**config.mk**
```make
export PLATFORM = sky130hd
export DESIGN_NAME = core_mem_stage_flat
export DESIGN_NICKNAME = d
export VERILOG_FILES = /design/src/rtl/core_mem_stage_if.sv /design/src/rtl/core_mem_stage.sv /design/src/flat_wrapper.sv
export SDC_FILE = /design/constraint.sdc
export NUM_CORES = 1
export LEC_CHECK = 0
export CAP_MARGIN = 20
export CORE_UTILIZATION = 45
export CTS_BUF_LIST = sky130_fd_sc_hd__clkbuf_4 sky130_fd_sc_hd__clkbuf_8
export DETAILED_ROUTE_END_ITERATION = 16
export DONT_BUFFER_PORTS = 1
export PLACE_DENSITY_LB_ADDON = 0.1
export SYNTH_ARGS = -nofsm -noshare
export SYNTH_HDL_FRONTEND = slang
export SYNTH_SLANG_ARGS = --single-unit
```
**constraint.sdc**
```tcl
create_clock -name clk -period 1.47 [get_ports clk]
set_input_delay 0.441 -clock clk [delete_from_list [all_inputs] [get_ports clk]]
set_output_delay 0.441 -clock clk [all_outputs]
set_load 0.01 [all_outputs]
```
**src/rtl/core_mem_stage_if.sv**
```systemverilog
// Data bus bundle between core_mem_stage and memory.
// Master drives the request side, slave returns ack/rdata.
interface core_mem_stage_if #(
   parameter int DATA_W = 32
);
   logic              dbus_req;
   logic              dbus_we;
   logic [DATA_W-1:0] dbus_addr;
   logic [DATA_W-1:0] dbus_wdata;
   logic              dbus_ack;
   logic [DATA_W-1:0] dbus_rdata;

   modport master (
      output dbus_req,
      output dbus_we,
      output dbus_addr,
      output dbus_wdata,
      input  dbus_ack,
      input  dbus_rdata
   );

   modport slave (
      input  dbus_req,
      input  dbus_we,
      input  dbus_addr,
      input  dbus_wdata,
      output dbus_ack,
      output dbus_rdata
   );
endinterface

```
**src/rtl/core_mem_stage.sv**
```systemverilog
// Memory/writeback stage after the ALU: flags, word load/store, writeback.
// Optional macro I2D_MEM_TIMEOUT_EN aborts a bus cycle after MEM_TIMEOUT.
module core_mem_stage #(
   parameter int DATA_W      = 32,
   parameter int REG_AW      = 5,
   parameter int MEM_TIMEOUT = 64
) (
   input  logic              clk,
   input  logic              rst,
   input  logic              ex_valid,
   input  logic              ex_is_load,
   input  logic              ex_is_store,
   input  logic [REG_AW-1:0] ex_rd,
   input  logic              ex_rd_we,
   input  logic              ex_flag_we,
   input  logic [DATA_W-1:0] ex_alu_result,
   input  logic [DATA_W-1:0] ex_store_data,
   input  logic [2:0]        ex_flag,
   output logic [2:0]        flag_q,
   output logic              mem_stall,
   core_mem_stage_if.master  dbus,
   output logic              wb_valid,
   output logic              wb_we,
   output logic [REG_AW-1:0] wb_rd,
   output logic [DATA_W-1:0] wb_data,
   output logic              mem_err
);

   typedef enum logic {IDLE, BUS} state_t;

   state_t            state, state_n;
   logic              accept;
   logic              is_mem;
   logic              misal;
   logic              go_bus;
   logic              abort;
   logic [REG_AW-1:0] rd_q;
   logic              rd_we_q;

   assign mem_stall = (state != IDLE);
   assign accept    = (state == IDLE) && ex_valid;
   assign is_mem    = ex_is_load | ex_is_store;
   assign misal     = |ex_alu_result[1:0];
   assign go_bus    = accept && is_mem && !misal;

`ifdef I2D_MEM_TIMEOUT_EN
   localparam int CW = $clog2(MEM_TIMEOUT + 1);
   logic [CW-1:0] cnt;

   assign abort = (state == BUS) && !dbus.dbus_ack &&
                  (cnt == CW'(MEM_TIMEOUT - 1));

   // Bus-cycle counter; cleared on BUS entry, counts un-acked cycles.
   always_ff @(posedge clk) begin
      if (rst)
         cnt <= '0;
      else if (go_bus)
         cnt <= '0;
      else if (state == BUS && !dbus.dbus_ack)
         cnt <= cnt + 1'b1;
   end
`else
   assign abort = 1'b0;
`endif

   // State register.
   always_ff @(posedge clk) begin
      if (rst)
         state <= IDLE;
      else
         state <= state_n;
   end

   // Next-state: enter BUS on aligned access, leave on ack or abort.
   always_comb begin
      state_n = state;
      unique case (state)
         IDLE: if (go_bus) state_n = BUS;
         BUS:  if (dbus.dbus_ack || abort) state_n = IDLE;
         default: state_n = IDLE;
      endcase
   end

   // Flags, bus request registers and writeback outputs.
   always_ff @(posedge clk) begin
      if (rst) begin
         flag_q          <= '0;
         dbus.dbus_req   <= 1'b0;
         dbus.dbus_we    <= 1'b0;
         dbus.dbus_addr  <= '0;
         dbus.dbus_wdata <= '0;
         rd_q            <= '0;
         rd_we_q         <= 1'b0;
         wb_valid        <= 1'b0;
         wb_we           <= 1'b0;
         wb_rd           <= '0;
         wb_data         <= '0;
         mem_err         <= 1'b0;
      end else begin
         wb_valid <= 1'b0;
         wb_we    <= 1'b0;
         mem_err  <= 1'b0;
         if (accept) begin
            if (ex_flag_we)
               flag_q <= ex_flag;
            if (!is_mem) begin
               wb_valid <= 1'b1;
               wb_we    <= ex_rd_we;
               wb_rd    <= ex_rd;
               wb_data  <= ex_alu_result;
            end else if (misal) begin
               mem_err <= 1'b1;
            end else begin
               dbus.dbus_req   <= 1'b1;
               dbus.dbus_we    <= ex_is_store;
               dbus.dbus_addr  <= ex_alu_result;
               dbus.dbus_wdata <= ex_store_data;
               rd_q            <= ex_rd;
               rd_we_q         <= ex_rd_we;
            end
         end
         if (state == BUS) begin
            if (dbus.dbus_ack) begin
               dbus.dbus_req <= 1'b0;
               wb_valid      <= 1'b1;
               wb_rd         <= rd_q;
               if (dbus.dbus_we) begin
                  wb_we   <= 1'b0;
                  wb_data <= '0;
               end else begin
                  wb_we   <= rd_we_q;
                  wb_data <= dbus.dbus_rdata;
               end
            end else if (abort) begin
               dbus.dbus_req <= 1'b0;
               mem_err       <= 1'b1;
            end
         end
      end
   end

endmodule

```
**src/flat_wrapper.sv**
```systemverilog
// flat-port wrapper written by rule: the top's interface ports become plain ports
module core_mem_stage_flat 
#(
   parameter int DATA_W      = 32,
   parameter int REG_AW      = 5,
   parameter int MEM_TIMEOUT = 64
)
  (clk, rst, ex_valid, ex_is_load, ex_is_store, ex_rd, ex_rd_we, ex_flag_we, ex_alu_result, ex_store_data, ex_flag, flag_q, mem_stall, wb_valid, wb_we, wb_rd, wb_data, mem_err, dbus_dbus_req, dbus_dbus_we, dbus_dbus_addr, dbus_dbus_wdata, dbus_dbus_ack, dbus_dbus_rdata);
  core_mem_stage_if #(.DATA_W(DATA_W)) dbus_i ();
  input  logic clk;
  input  logic rst;
  input  logic ex_valid;
  input  logic ex_is_load;
  input  logic ex_is_store;
  input  logic [REG_AW-1:0] ex_rd;
  input  logic ex_rd_we;
  input  logic ex_flag_we;
  input  logic [DATA_W-1:0] ex_alu_result;
  input  logic [DATA_W-1:0] ex_store_data;
  input  logic [2:0] ex_flag;
  output logic [2:0] flag_q;
  output logic mem_stall;
  output logic wb_valid;
  output logic wb_we;
  output logic [REG_AW-1:0] wb_rd;
  output logic [DATA_W-1:0] wb_data;
  output logic mem_err;
  output wire logic [$bits(dbus_i.dbus_req)-1:0] dbus_dbus_req;
  output wire logic [$bits(dbus_i.dbus_we)-1:0] dbus_dbus_we;
  output wire logic [$bits(dbus_i.dbus_addr)-1:0] dbus_dbus_addr;
  output wire logic [$bits(dbus_i.dbus_wdata)-1:0] dbus_dbus_wdata;
  input wire logic [$bits(dbus_i.dbus_ack)-1:0] dbus_dbus_ack;
  input wire logic [$bits(dbus_i.dbus_rdata)-1:0] dbus_dbus_rdata;
  assign dbus_dbus_req = dbus_i.dbus_req;
  assign dbus_dbus_we = dbus_i.dbus_we;
  assign dbus_dbus_addr = dbus_i.dbus_addr;
  assign dbus_dbus_wdata = dbus_i.dbus_wdata;
  assign dbus_i.dbus_ack = dbus_dbus_ack;
  assign dbus_i.dbus_rdata = dbus_dbus_rdata;
  core_mem_stage #(.DATA_W(DATA_W), .REG_AW(REG_AW), .MEM_TIMEOUT(MEM_TIMEOUT)) u_core (.clk(clk), .rst(rst), .ex_valid(ex_valid), .ex_is_load(ex_is_load), .ex_is_store(ex_is_store), .ex_rd(ex_rd), .ex_rd_we(ex_rd_we), .ex_flag_we(ex_flag_we), .ex_alu_result(ex_alu_result), .ex_store_data(ex_store_data), .ex_flag(ex_flag), .flag_q(flag_q), .mem_stall(mem_stall), .dbus(dbus_i), .wb_valid(wb_valid), .wb_we(wb_we), .wb_rd(wb_rd), .wb_data(wb_data), .mem_err(mem_err));
endmodule
```
# After elaboration in Yosys (flattened, before gate mapping)
# Index checks and enable logic that the tools add are counted.
# W data, S select, Z words.
classes:
  n_reduce_logical: 8
  mul: 0
  eq_ne: 0
  order_cmp: 0
  div_mod_pow: 0
  add_sub_neg: 0
  n_bitwise: 5
  shift: 0
  n_mux: 27
op_table:
  columns: ["cell", "count"]
  rows:
  - ["$mux W32", 5]
  - ["$mux W5", 4]
  - ["$mux W1", 17]
  - ["$not A1 Y1", 4]
  - ["$logic_and A1 B1 Y1", 3]
  - ["$reduce_and A3 Y1", 1]
  - ["$reduce_or A3 Y1", 1]
  - ["$pmux W1 S2", 1]
  - ["$reduce_and A2 Y1", 1]
  - ["$reduce_or A2 Y1", 1]
  - ["$logic_not A1 Y1", 1]
  - ["$or A1 B1 Y1", 1]
word_totals:
  n_memories: 0
  wordCells: 53
  reg_bits: 116
  mem_bits_rw: 0
  inputBits: 112
  latch_bits: 0
  rom_bits: 0

# Logic depth before layout (Yosys ltp)
# Gate-level depths: netlist of the first run.
depth:
  ltp_word: 6
  depth_mapped: 6
  mapped_depth_nobuf: 3

# Worst setup path before layout of the first run
# Ideal clock, no wire load.
synth_timing:
  path_kind: "register -> register"
  start: "reg u_core.state, in the netlist u_core.mem_stall"
  end: "reg u_core.wb_data[30]"
  setup_slack_ps: -51
  setup_ps: 135
  path_buffers: 3
  t_arrival_ps: 1385
  t_required_ps: 1335
  period_less_slack_ps: 1521
  path_stages_with_launch: 7
  path_cell_list: "dfxtp_1 buf_6 or4b_4 buf_6 buf_6 nor2_1 nor4_1"
synth_via:
  elab_chain_len: 5
synth_rtl:
  columns: ["element", "line", "source"]
  rows:
  - ["start: declaration", "core_mem_stage.sv:31", "state_t state, state_n;"]
  - ["start signal: assignment", "core_mem_stage.sv:71", "state <= state_n;"]
  - ["$not A1 Y1", "core_mem_stage.sv:41", "assign accept = (state == IDLE) && ex_valid;"]
  - ["$logic_and A1 B1 Y1", "core_mem_stage.sv:41", null]
  - ["$mux W32", "core_mem_stage.sv:103", "if (accept) begin"]
  - ["$mux W32", "core_mem_stage.sv:123", "if (dbus.dbus_ack) begin"]
  - ["$mux W32 (*)", "core_mem_stage.sv:122", "if (state == BUS) begin"]
  - ["end signal: assignment", "core_mem_stage.sv:110", "wb_data <= ex_alu_result;"]
  - ["end signal: assignment", "core_mem_stage.sv:132", "wb_data <= dbus.dbus_rdata;"]
  - ["end: declaration", "core_mem_stage.sv:25", "output logic [DATA_W-1:0] wb_data,"]
# Mark *: on every way between the ends. The rest lies on a longest branch, timed or not.
# A chain may end at the register's enable or synchronous reset.

# Worst setup path in the final report of the first run
layout_timing:
  start: "reg u_core.state, in the netlist u_core.mem_stall"
  end: "reg u_core.wb_data[10]"
# The elaborated chain is that of the path after synthesis.

==> results of run 1 <==
-- state kept, by name, indices dropped and copies added (netlist names), 3 cells and up --
| register | count |
|---|---|
| u_core.dbus.dbus_addr | 32 |
| u_core.wb_rd | 5 |
| u_core.rd_q | 5 |
| u_core.dbus.dbus_wdata | 32 |
| u_core.wb_data | 32 |
| u_core.flag_q | 3 |
-- cell type report --
type,instances,share of cell area (%)
multi-input cells,379,44.6
flip-flops and latches,116,40.1
clock buffers,27,5.87
repair buffers,22,5.61
well taps,140,3.02
clock inverters,4,0.777
inverters,1,0.0647
-- Yosys cell counts --
library cell,count
nor4_1,32
mux2i_1,73
buf_8,6
and2_1,1
o21ba_2,2
a21oi_1,31
nor2_1,38
o211a_1,1
buf_2,6
nand4b_1,1
nand2b_1,137
and4bb_2,1
inv_1,1
nand3_1,4
clkbuf_1,28
or4b_4,1
dfxtp_1,116
nor4b_4,1
nand2_1,10
nor2b_1,2
o21ai_0,6
nor3_1,33
o31ai_1,1
a21oi_2,1
nand3b_1,1
buf_6,6
nor3b_1,2
-- where the power goes --
part	switching (mW)	internal [mW]
clock network	1.20	1.64
registers	0.156	3.27
logic	0.217	0.283
-- worst max path at each step --
| stage | endpoint | startpoint | slack, ns |
|---|---|---|---|
| final | u_core.wb_data[10]$_SDFF_PP0_ | u_core.mem_stall$_SDFF_PP0_ | -0.07 |
| after global routing | u_core.wb_data[16]$_SDFF_PP0_ | u_core.mem_stall$_SDFF_PP0_ | -0.09 |
| after CTS | mem_stall | u_core.mem_stall$_SDFF_PP0_ | -0.03 |
| after detailed placement | u_core.wb_data[7]$_SDFF_PP0_ | ex_is_store | -0.11 |
| after global placement | u_core.wb_data[7]$_SDFF_PP0_ | ex_is_store | -0.09 |
| after floorplan | u_core.wb_data[20]$_SDFF_PP0_ | ex_is_store | -0.04 |
-- metrics by stage --
stage	instance area (sq um)	TNS [ns]	setup slack, ns	total power, mW	hold slack, ns
2_1_floorplan	5110	-0.812	-0.0445	3.89	0.448
3_3_place_gp	5190	-0.897	-0.0880	3.93	0.456
3_5_place_dp	5190	-1.04	-0.110	3.95	0.458
4_1_cts	5600	-0.0395	-0.0279	6.82	0.0461
5_1_grt	5800	-4.68	-0.0944	7.07	0.0399
6_report	5800	-0.112	-0.0668	6.77	0.0793
-- metal layers --
layer / wire (um) / vias to the layer above
met1: 4970 / 1752
met2: 6010 / 194
met4: 340 / 0
met3: 1580 / 29
li1: - / 1825
met5: 0 / -
-- critical path, cell delays in order, from the launching register on --
cell and delay, ns:
dfxtp_4 0.35, buf_6 0.12, nor4b_4 0.27, buf_6 0.18, clkbuf_16 0.19, nor3_1 0.05
nor4_1 0.26
-- kinds of logic (layout without fill, tap and decap cells) --
kind of cell,Yosys count,after routing,share of synthesized area (%)
flops,116,116,45.5
simple gates,264,264,29.8
buf+inv,47,54,5.81
compound gates,42,42,4.54
mux,73,73,14.3
-- timing repair --
action | CTS | global route
gates cloned | 0 | 4
buffers inserted | 1 | 1
resized for setup | 4 | 22
endpoints found under the setup margin | 21 | 84
endpoints found under the hold margin | 0 | 0
pin swaps | 1 | 6
==> results.tsv, run 1 <==
stage	metric	value	unit
layout	number of nets in the layout	649	
layout	ant diodes	0	
synthesis	syn_area_per_cell	9.42	sq um
clocking	TritonCTS clock tree	yes	
worst_hold_path	worst hold stages	1	
layout	fin util	53.0	%
placement	post-DP HPWL	8.26	mm
worst_hold_path	endpoint of the worst hold path	u_core.wb_data[1]$_SDFF_PP0_	
layout	fin cells	689	
global_routing	M3 GR Usage	11.8	%
global_routing	Total GRT Usage	21.1	%
sta	setup repair after global routing missed its margin	true	
layout	Sequential Area	0.00233	sq mm
clocking	worst skew pair latency	0.44	ns
placement	Cells after DPL	652	
critical_path	CP endpoint kind	register	
pwr	leakage power total	2.07	nW
sta	fin crit period	1.54	ns
layout	most frequent cells in the layout	137 x nand2b_1, 115 x dfxtp_1, 72 x mux2i_1, 38 x nor2_1, 31 x a21oi_1	
sta	Pins Over Slew Limit	0	
die	IO Count	222	
sta	Slew @ Worst Pin	0.307	ns
clocking	CTS root buf	clkbuf_8	
sta	Rel. slew slack	79.6	%
critical_path	reg2reg start	u_core.mem_stall$_SDFF_PP0_	
clocking	clock buffer depth	2	
pwr	Peak VDD IR	637	uV
synthesis	Synth Warn #	0	
placement	Final Wtd Congestion	0.681	
sta	Final Skew	0.00681	ns
die	core area	0.0109	sq mm
clocking	# H-tree levels	4	
global_routing	number of global-route vias before repair	3744	
layout	Area Growth Syn to Fin	13.6	%
placement	# port buffers	0	
critical_path	worst reg2reg path depth	6	
global_routing	met2 Resource Use GR	34.9	%
die	DIE AREA	0.0118	sq mm
worst_hold_path	hold path startpoint	rst	
drt	Routed Antenna Nets	0	
sta	Final Setup Violations	6	
synthesis	post-synthesis sequential area ratio	45.5	%
critical_path	Req. time, crit path	1.80	ns
clocking	hold buffers post-CTS	0	
synthesis	Yosys reg bits	116	
clocking	clock-pin transition on the worst setup and hold timing paths	0.06	ns
global_routing	global route overflow	0	
clocking	total CTS buffers	17	
sta	Final Hold Vio Count	0	
drt	Pre-Repair DR Iteration Count	5	
die	Die H	108	um
run_status	status	complete, but fails checks	
synthesis	Distinct cells, synth	27	
drt	Routed Wire Length	12.9	mm
global_routing	Most Crowded Layer GR	met2	
layout	layout cell share with drive strength beyond 1	13.3	%
critical_path	worst r2r dst	u_core.wb_data[10]$_SDFF_PP0_	
run_status	violated checks	setup timing	
drt	Vias/cell	5.52	
global_routing	largest net degree at the start of global routing	182	
synthesis	area leader, netlist	dfxtp_1	
drt	DRT iter0 DRCs	167	
layout	fillcell total	1012	
die	Initial Utilization	46.7	%
pwr	power density over the cells	1170	mW/mm^2
clocking	number of clock sinks	116	
synthesis	Syn Std Cell Area	0.00510	sq mm
synthesis	post-synth top area share	45.5	%
synthesis	top cells by area, synth	dfxtp_1 46%, nand2b_1 17%, mux2i_1 14%	
sta	fin crit share	105	%
critical_path	CP arrival	1.87	ns
die	# rows	38	
worst_hold_path	Hold WC Path Type	in -> reg	
layout	multi-input logic area	0.00258	sq mm
layout	commonest non-fill, non-tap cell in the layout	nand2b_1	
drt	WL/cell	18.7	um
drt	vias	3800	
drt	DRC	0	
critical_path	Crit Path Class	reg -> reg	
run	total of max-cap violations	0	
sta	Max Clock Freq	651	MHz
critical_path	crit start category	register	
global_routing	grt met1 use	21.5	%
sta	crit path setup slack, layout	-0.0668	ns
die	die span in x	108	um
synthesis	syn_nets	654	
global_routing	initial antenna violation count	0	
global_routing	first-pass GRT wire length	18.7	mm
critical_path	Worst Path Max Fanout	16	
critical_path	setup slack, reg-to-reg	-0.07	ns
synthesis	Post-Syn Instances	542	
Power figures use the tool's default switching activity.
==> run 2, diff against run 1 <==
--- a/config.mk
+++ b/config.mk
@@ -10,7 +10,9 @@
 export CTS_BUF_LIST = sky130_fd_sc_hd__clkbuf_4 sky130_fd_sc_hd__clkbuf_8
 export DETAILED_ROUTE_END_ITERATION = 16
 export DONT_BUFFER_PORTS = 1
+export HOLD_SLACK_MARGIN = 0.15
 export PLACE_DENSITY_LB_ADDON = 0.1
+export SETUP_SLACK_MARGIN = 0.5
 export SYNTH_ARGS = -nofsm -noshare
 export SYNTH_HDL_FRONTEND = slang
 export SYNTH_SLANG_ARGS = --single-unit
==> run 2 against run 1 <==
  * The run still ends with setup timing left
  * Sequential power barely moved
  * Global-route usage rose by 3.3 points
  * Register-to-register slack improved by 0.05 ns
  * Largest cell class is now registers
==> results.tsv, run 2 (same netlist as run 1, synthesis figures left out) <==
stage	metric	value	unit
placement	Final Wtd Congestion	0.716	
critical_path	worst path cell trace	buf_12 -> nor4b_4 -> buf_12 -> nor3_1 -> nor4_1	
sta	Slew @ Worst Pin	0.301	ns
worst_hold_path	hold path startpoint	rst	
placement	Cells after DPL	653	
die	core area	0.0109	sq mm
global_routing	first-pass GRT wire length	21.5	mm
critical_path	Crit Path Class	reg -> reg	
clocking	TritonCTS clock tree	yes	
drt	Routed Wire Length	14.6	mm
critical_path	crit start category	register	
drt	WL/cell	19.0	um
critical_path	crit-path max cell delay	0.34	ns
critical_path	worst reg2reg path depth	5	
layout	fin cells	771	
worst_hold_path	endpoint of the worst hold path	u_core.wb_data[6]$_SDFF_PP0_	
drt	Routed Antenna Nets	0	
clocking	hold buffers post-CTS	72	
sta	fin crit share	101	%
run_status	violated checks	setup timing	
clocking	worst skew pair latency	0.44	ns
pwr	Peak VDD IR	548	uV
layout	finished layout cell area	0.00691	sq mm
pwr	combinational fraction of design power	10.2	%
global_routing	global route overflow	0	
critical_path	setup slack, reg-to-reg	-0.02	ns
sta	Rel. slew slack	79.8	%
clocking	CTS root buf	clkbuf_8	
drt	Vias/cell	5.34	
worst_hold_path	worst hold stages	1	
die	DIE AREA	0.0118	sq mm
layout	most frequent cells in the layout	137 x nand2b_1, 72 x mux2i_1, 72 x dlygate4sd3_1, 68 x dfxtp_2, 42 x dfxtp_4	
sta	Final Hold Vio Count	0	
drt	vias	4119	
drt	DRC	0	
placement	post-DP HPWL	8.29	mm
global_routing	largest net degree at the start of global routing	182	
clocking	number of clock sinks	116	
drt	Pre-Repair DR Iteration Count	4	
die	Initial Utilization	46.7	%
placement	# port buffers	0	
run	total of max-cap violations	0	
pwr	power density over the cells	1010	mW/mm^2
critical_path	worst r2r dst	u_core.wb_data[25]$_SDFF_PP0_	
critical_path	CP arrival	1.81	ns
pwr	internal power	5.33	mW
global_routing	number of global-route vias before repair	4248	
layout	ant diodes	0	
worst_hold_path	Hold WC Path Type	in -> reg	
sta	Final Skew	0.00659	ns
pwr	overall power	6.97	mW
critical_path	reg2reg start	u_core.mem_stall$_SDFF_PP0_	
placement	DP Worst Slack	-0.0943	ns
layout	commonest non-fill, non-tap cell in the layout	nand2b_1	
sta	Max Clock Freq	672	MHz
drt	DRT iter0 DRCs	232	
run_status	status	complete, but fails checks	
critical_path	most used cell, CP	buf_12	
layout	number of nets in the layout	730	
sta	fin crit period	1.49	ns
pwr	P_sw	1.65	mW
layout	layout cell share with drive strength beyond 1	30.0	%
critical_path	Worst Path Max Fanout	33	
global_routing	initial antenna violation count	0	
clocking	clock-pin transition on the worst setup and hold timing paths	0.07	ns
layout	fin util	63.2	%
layout	fillcell total	901	
clocking	# H-tree levels	4	
sta	setup repair after global routing missed its margin	true	
critical_path	CP endpoint kind	register	
sta	hold_ws	0.0937	ns
critical_path	Req. time, crit path	1.79	ns
pwr	Net Sw Frac	23.6	%
sta	Setup TNS	-0.0357	ns
critical_path	slowest CP cell	dfxtp_2	
global_routing	Total GRT Usage	24.4	%
pwr	sequential share of power	48.9	%
pwr	leakage power total	2.53	nW
sta	crit path setup slack, layout	-0.0185	ns
die	# rows	38	
layout	biggest regs	u_core.dbus.dbus_addr x32, u_core.dbus.dbus_wdata x32, u_core.wb_data x32	
clocking	total CTS buffers	17	
layout	Area Growth Syn to Fin	35.5	%
clocking	clock buffer depth	2	
sta	Final Setup Violations	2	
sta	Pins Over Slew Limit	0	
die	die span in x	108	um
die	IO Count	222	
pwr	Clk pwr share	41.0	%
die	Die H	108	um
placement	Post-DP Area	0.00522	sq mm
[run 2: worst max-delay path: cells and delay by family (launching register included)]
family	cells	cell delay [ns]
DFF	1	0.34
buffers and inverters	2	0.38
and+or+nand+nor	3	0.65
[run 2: worst max path at each step]
stage | slack, ns | start | to | depth (start not counted)
2_1_floorplan | -0.04 | ex_is_store | u_core.wb_data[20]$_SDFF_PP0_ | 5
3_3_place_gp | -0.07 | ex_is_store | u_core.wb_data[4]$_SDFF_PP0_ | 4
3_5_place_dp | -0.09 | ex_is_store | u_core.wb_data[4]$_SDFF_PP0_ | 4
4_1_cts | 0.004 | u_core.mem_stall$_SDFF_PP0_ | u_core.wb_data[8]$_SDFF_PP0_ | 5
5_1_grt | -0.06 | u_core.mem_stall$_SDFF_PP0_ | u_core.wb_data[9]$_SDFF_PP0_ | 5
6_report | -0.02 | u_core.mem_stall$_SDFF_PP0_ | u_core.wb_data[25]$_SDFF_PP0_ | 5
[run 2: repair_timing]
item,4_1_cts,5_1_grt
pin swaps,1,2
setup endpoints to repair,226,226
endpoints found under the hold margin,113,41
gates cloned,5,3
resized for setup,131,37
setup buffers,6,0
[run 2: cell type report]
| type | instances | area, sq um | area share, % |
|---|---|---|---|
| flip-flops and latches | 116 | 2560 | 37.1 |
| multi-input cells | 379 | 2540 | 36.7 |
| repair buffers | 103 | 1240 | 18.0 |
| clock buffers | 28 | 342 | 4.94 |
| well taps | 140 | 175 | 2.53 |
| clock inverters | 4 | 45.0 | 0.651 |
| inverters | 1 | 3.75 | 0.0543 |
[run 2: metal layers]
layer  track usage (%)  up-vias  wire length, um
li1                  -     1986                -
met1              24.9     1923             5600
met2              43.3      182             7350
met3              9.34       28             1380
met4              11.8        0              303
met5                 0        -                0
[run 2: power groups by stage]
stage | clock (mW) | combinational, mW | sequential (mW)
floorplan | 0 | 0.441 | 3.46
finish | 2.86 | 0.709 | 3.41
detailed placement | 0 | 0.450 | 3.50
global placement | 0 | 0.434 | 3.50
global route | 3.08 | 0.765 | 3.42
CTS | 2.94 | 0.681 | 3.44
==> run 3, diff against run 2 <==
--- a/config.mk
+++ b/config.mk
@@ -13,6 +13,7 @@
 export HOLD_SLACK_MARGIN = 0.15
 export PLACE_DENSITY_LB_ADDON = 0.1
 export SETUP_SLACK_MARGIN = 0.5
+export SKIP_CTS_REPAIR_TIMING = 1
 export SYNTH_ARGS = -nofsm -noshare
 export SYNTH_HDL_FRONTEND = slang
 export SYNTH_SLANG_ARGS = --single-unit
==> constraint.sdc (replaced) <==
create_clock -name clk -period 1.7 [get_ports clk]
set_input_delay 0.51 -clock clk [delete_from_list [all_inputs] [get_ports clk]]
set_output_delay 0.51 -clock clk [all_outputs]
set_load 0.01 [all_outputs]
==> run 3 against run 2 <==
  * The run now ends clean
  * Register-to-register slack improved by 0.18 ns
  * Die area unchanged
  * Non-clock buffer count fell by 57
  * Core utilization decreased by 5.0 points
  * Combinational power shrank 28%
  * Flip-flop and latch count unchanged
  * Via count shrank 4.5%
  * Design area shrank 7.9%
  * Sequential share of layout area rose by 2.7 points
  * Cell count down 7.4%
  * Global-route usage shrank 3.5 points
  * Largest power group unchanged
==> results.tsv, run 3 (same netlist as run 1, synthesis figures left out) <==
stage	metric	value	unit
die	Initial Utilization	46.7	%
die	IO Count	222	
clocking	TritonCTS clock tree	yes	
drt	Pre-Repair DR Iteration Count	4	
layout	biggest regs	u_core.dbus.dbus_addr x32, u_core.dbus.dbus_wdata x32, u_core.wb_data x32	
clocking	number of clock sinks	116	
placement	Final Wtd Congestion	0.745	
critical_path	slowest CP cell	dlygate4sd3_1	
drt	WL/cell	19.9	um
drt	Routed Antenna Nets	0	
critical_path	worst path cell trace	dlygate4sd3_1 -> nor4_1	
clocking	worst skew pair latency	0.42	ns
layout	fillcell total	951	
drt	DRC	0	
layout	layout cell share with drive strength beyond 1	35.2	%
die	die span in x	108	um
pwr	power density over the cells	962	mW/mm^2
critical_path	setup slack, reg-to-reg	0.16	ns
layout	commonest non-fill, non-tap cell in the layout	nand2b_1	
global_routing	initial antenna violation count	0	
clocking	clock buffer depth	2	
sta	Pins Over Slew Limit	0	
drt	DRT iter0 DRCs	230	
placement	Post-DP Area	0.00521	sq mm
sta	fin crit share	93.2	%
clocking	CTS root buf	clkbuf_8	
global_routing	largest net degree at the start of global routing	182	
die	Die H	108	um
global_routing	first-pass GRT wire length	18.8	mm
sta	Max Clock Freq	631	MHz
layout	ant diodes	0	
critical_path	WP depth	2	
critical_path	crit path from	rst	
sta	Final Skew	0.00729	ns
die	# rows	38	
critical_path	crit start category	primary input	
drt	vias	3935	
run	total of max-cap violations	0	
critical_path	CP arrival	1.84	ns
critical_path	Req. time, crit path	1.96	ns
critical_path	CP endpoint kind	register	
global_routing	Total GRT Usage	20.8	%
sta	Rel. slew slack	36.7	%
die	core area	0.0109	sq mm
drt	Vias/cell	5.51	
pwr	leakage power total	2.32	nW
critical_path	worst reg2reg path depth	7	
critical_path	Worst Path Max Fanout	157	
global_routing	global route overflow	0	
critical_path	crit path buf inv count	1	
placement	# port buffers	0	
layout	number of nets in the layout	673	
critical_path	Crit Path Class	in -> reg	
sta	fin crit period	1.58	ns
critical_path	crit-path max cell delay	1.16	ns
worst_hold_path	Hold WC Path Type	in -> reg	
global_routing	number of global-route vias before repair	3734	
pwr	Peak VDD IR	641	uV
placement	post-DP HPWL	8.38	mm
die	DIE AREA	0.0118	sq mm
sta	Setup TNS	0	ns
layout	Sequential Area	0.00254	sq mm
critical_path	reg2reg start	u_core.mem_stall$_SDFF_PP0_	
layout	finished layout cell area	0.00637	sq mm
layout	most frequent cells in the layout	137 x nand2b_1, 78 x dfxtp_2, 73 x mux2i_1, 37 x nor2_1, 31 x dfxtp_4	
sta	setup repair after global routing missed its margin	true	
critical_path	CP delay by family, top	buffers and inverters	
clocking	total CTS buffers	17	
critical_path	Worst setup endpoint	u_core.wb_data[26]$_SDFF_PP0_	
sta	Final Hold Vio Count	0	
critical_path	worst r2r dst	u_core.dbus.dbus_addr[13]$_SDFFE_PP0P_	
sta	Final Setup Violations	0	
drt	Routed Wire Length	14.2	mm
clocking	clock-pin transition on the worst setup and hold timing paths	0.06	ns
run_status	status	finished, final reports clean	
layout	Area Growth Syn to Fin	24.8	%
sta	Slew @ Worst Pin	0.946	ns
layout	multi-input logic area	0.00257	sq mm
clocking	# H-tree levels	4	
## run 3: power breakdown
part	total [mW]	switching (mW)	internal [mW]
clock network	2.66	1.09	1.56
registers	2.96	0.135	2.82
logic	0.512	0.219	0.293
total	6.12	1.45	4.68
## run 3: stage by stage
stage / power, mW / hold WS (ns) / worst slack, ns / instances / util [%]
2_1_floorplan: 3.38 / 0.447 / 0.122 / 542 / -
3_3_place_gp: 3.40 / 0.455 / 0.0489 / 652 / 47.6
3_5_place_dp: 3.41 / 0.454 / 0.00478 / 652 / 47.6
4_1_cts: 6.07 / 0.127 / 0.169 / 684 / 51.4
5_1_grt: 6.37 / 0.151 / 0.0733 / 714 / 58.2
6_report: 6.12 / 0.184 / 0.115 / 714 / 58.2
## run 3: per-layer routing
layer	global-route usage, %	vias up	share of wire (%)
met5	0	-	0
met2	35.2	151	50
met3	8.56	13	9.7
li1	-	1882	-
met4	8.40	0	0.87
met1	23.1	1889	39
## run 3: worst min-delay path by stage
stage,start,endpoint,slack [ns],cells past startpoint
4_1_cts,rst,u_core.dbus.dbus_addr[0]$_SDFFE_PP0P_,0.13,1
2_1_floorplan,u_core.rd_we_q$_SDFFE_PP0P_,u_core.wb_we$_SDFF_PP0_,0.45,2
3_5_place_dp,u_core.rd_we_q$_SDFFE_PP0P_,u_core.wb_we$_SDFF_PP0_,0.45,2
6_report,rst,u_core.wb_data[27]$_SDFF_PP0_,0.18,1
5_1_grt,rst,u_core.wb_data[20]$_SDFF_PP0_,0.15,1
3_3_place_gp,u_core.rd_we_q$_SDFFE_PP0P_,u_core.wb_we$_SDFF_PP0_,0.45,2
## run 3: cell type report
| class | count | area share [%] |
|---|---|---|
| Timing Repair Buffer | 46 | 10.6 |
| Sequential cell | 116 | 39.8 |
| Clock inverter | 10 | 2.04 |
| Multi-Input combinational cell | 379 | 40.3 |
| Tap cell | 140 | 2.75 |
| Clock buffer | 22 | 4.46 |
| Inverter | 1 | 0.0589 |
## run 3: worst reg2reg max path, stage by stage, from the launching register on
cell and delay, ns:
dfxtp_2 0.34, buf_6 0.12, buf_4 0.13, nor2b_4 0.11
o211a_4 0.24, buf_12 0.14, clkbuf_16 0.17, mux2i_1 0.21
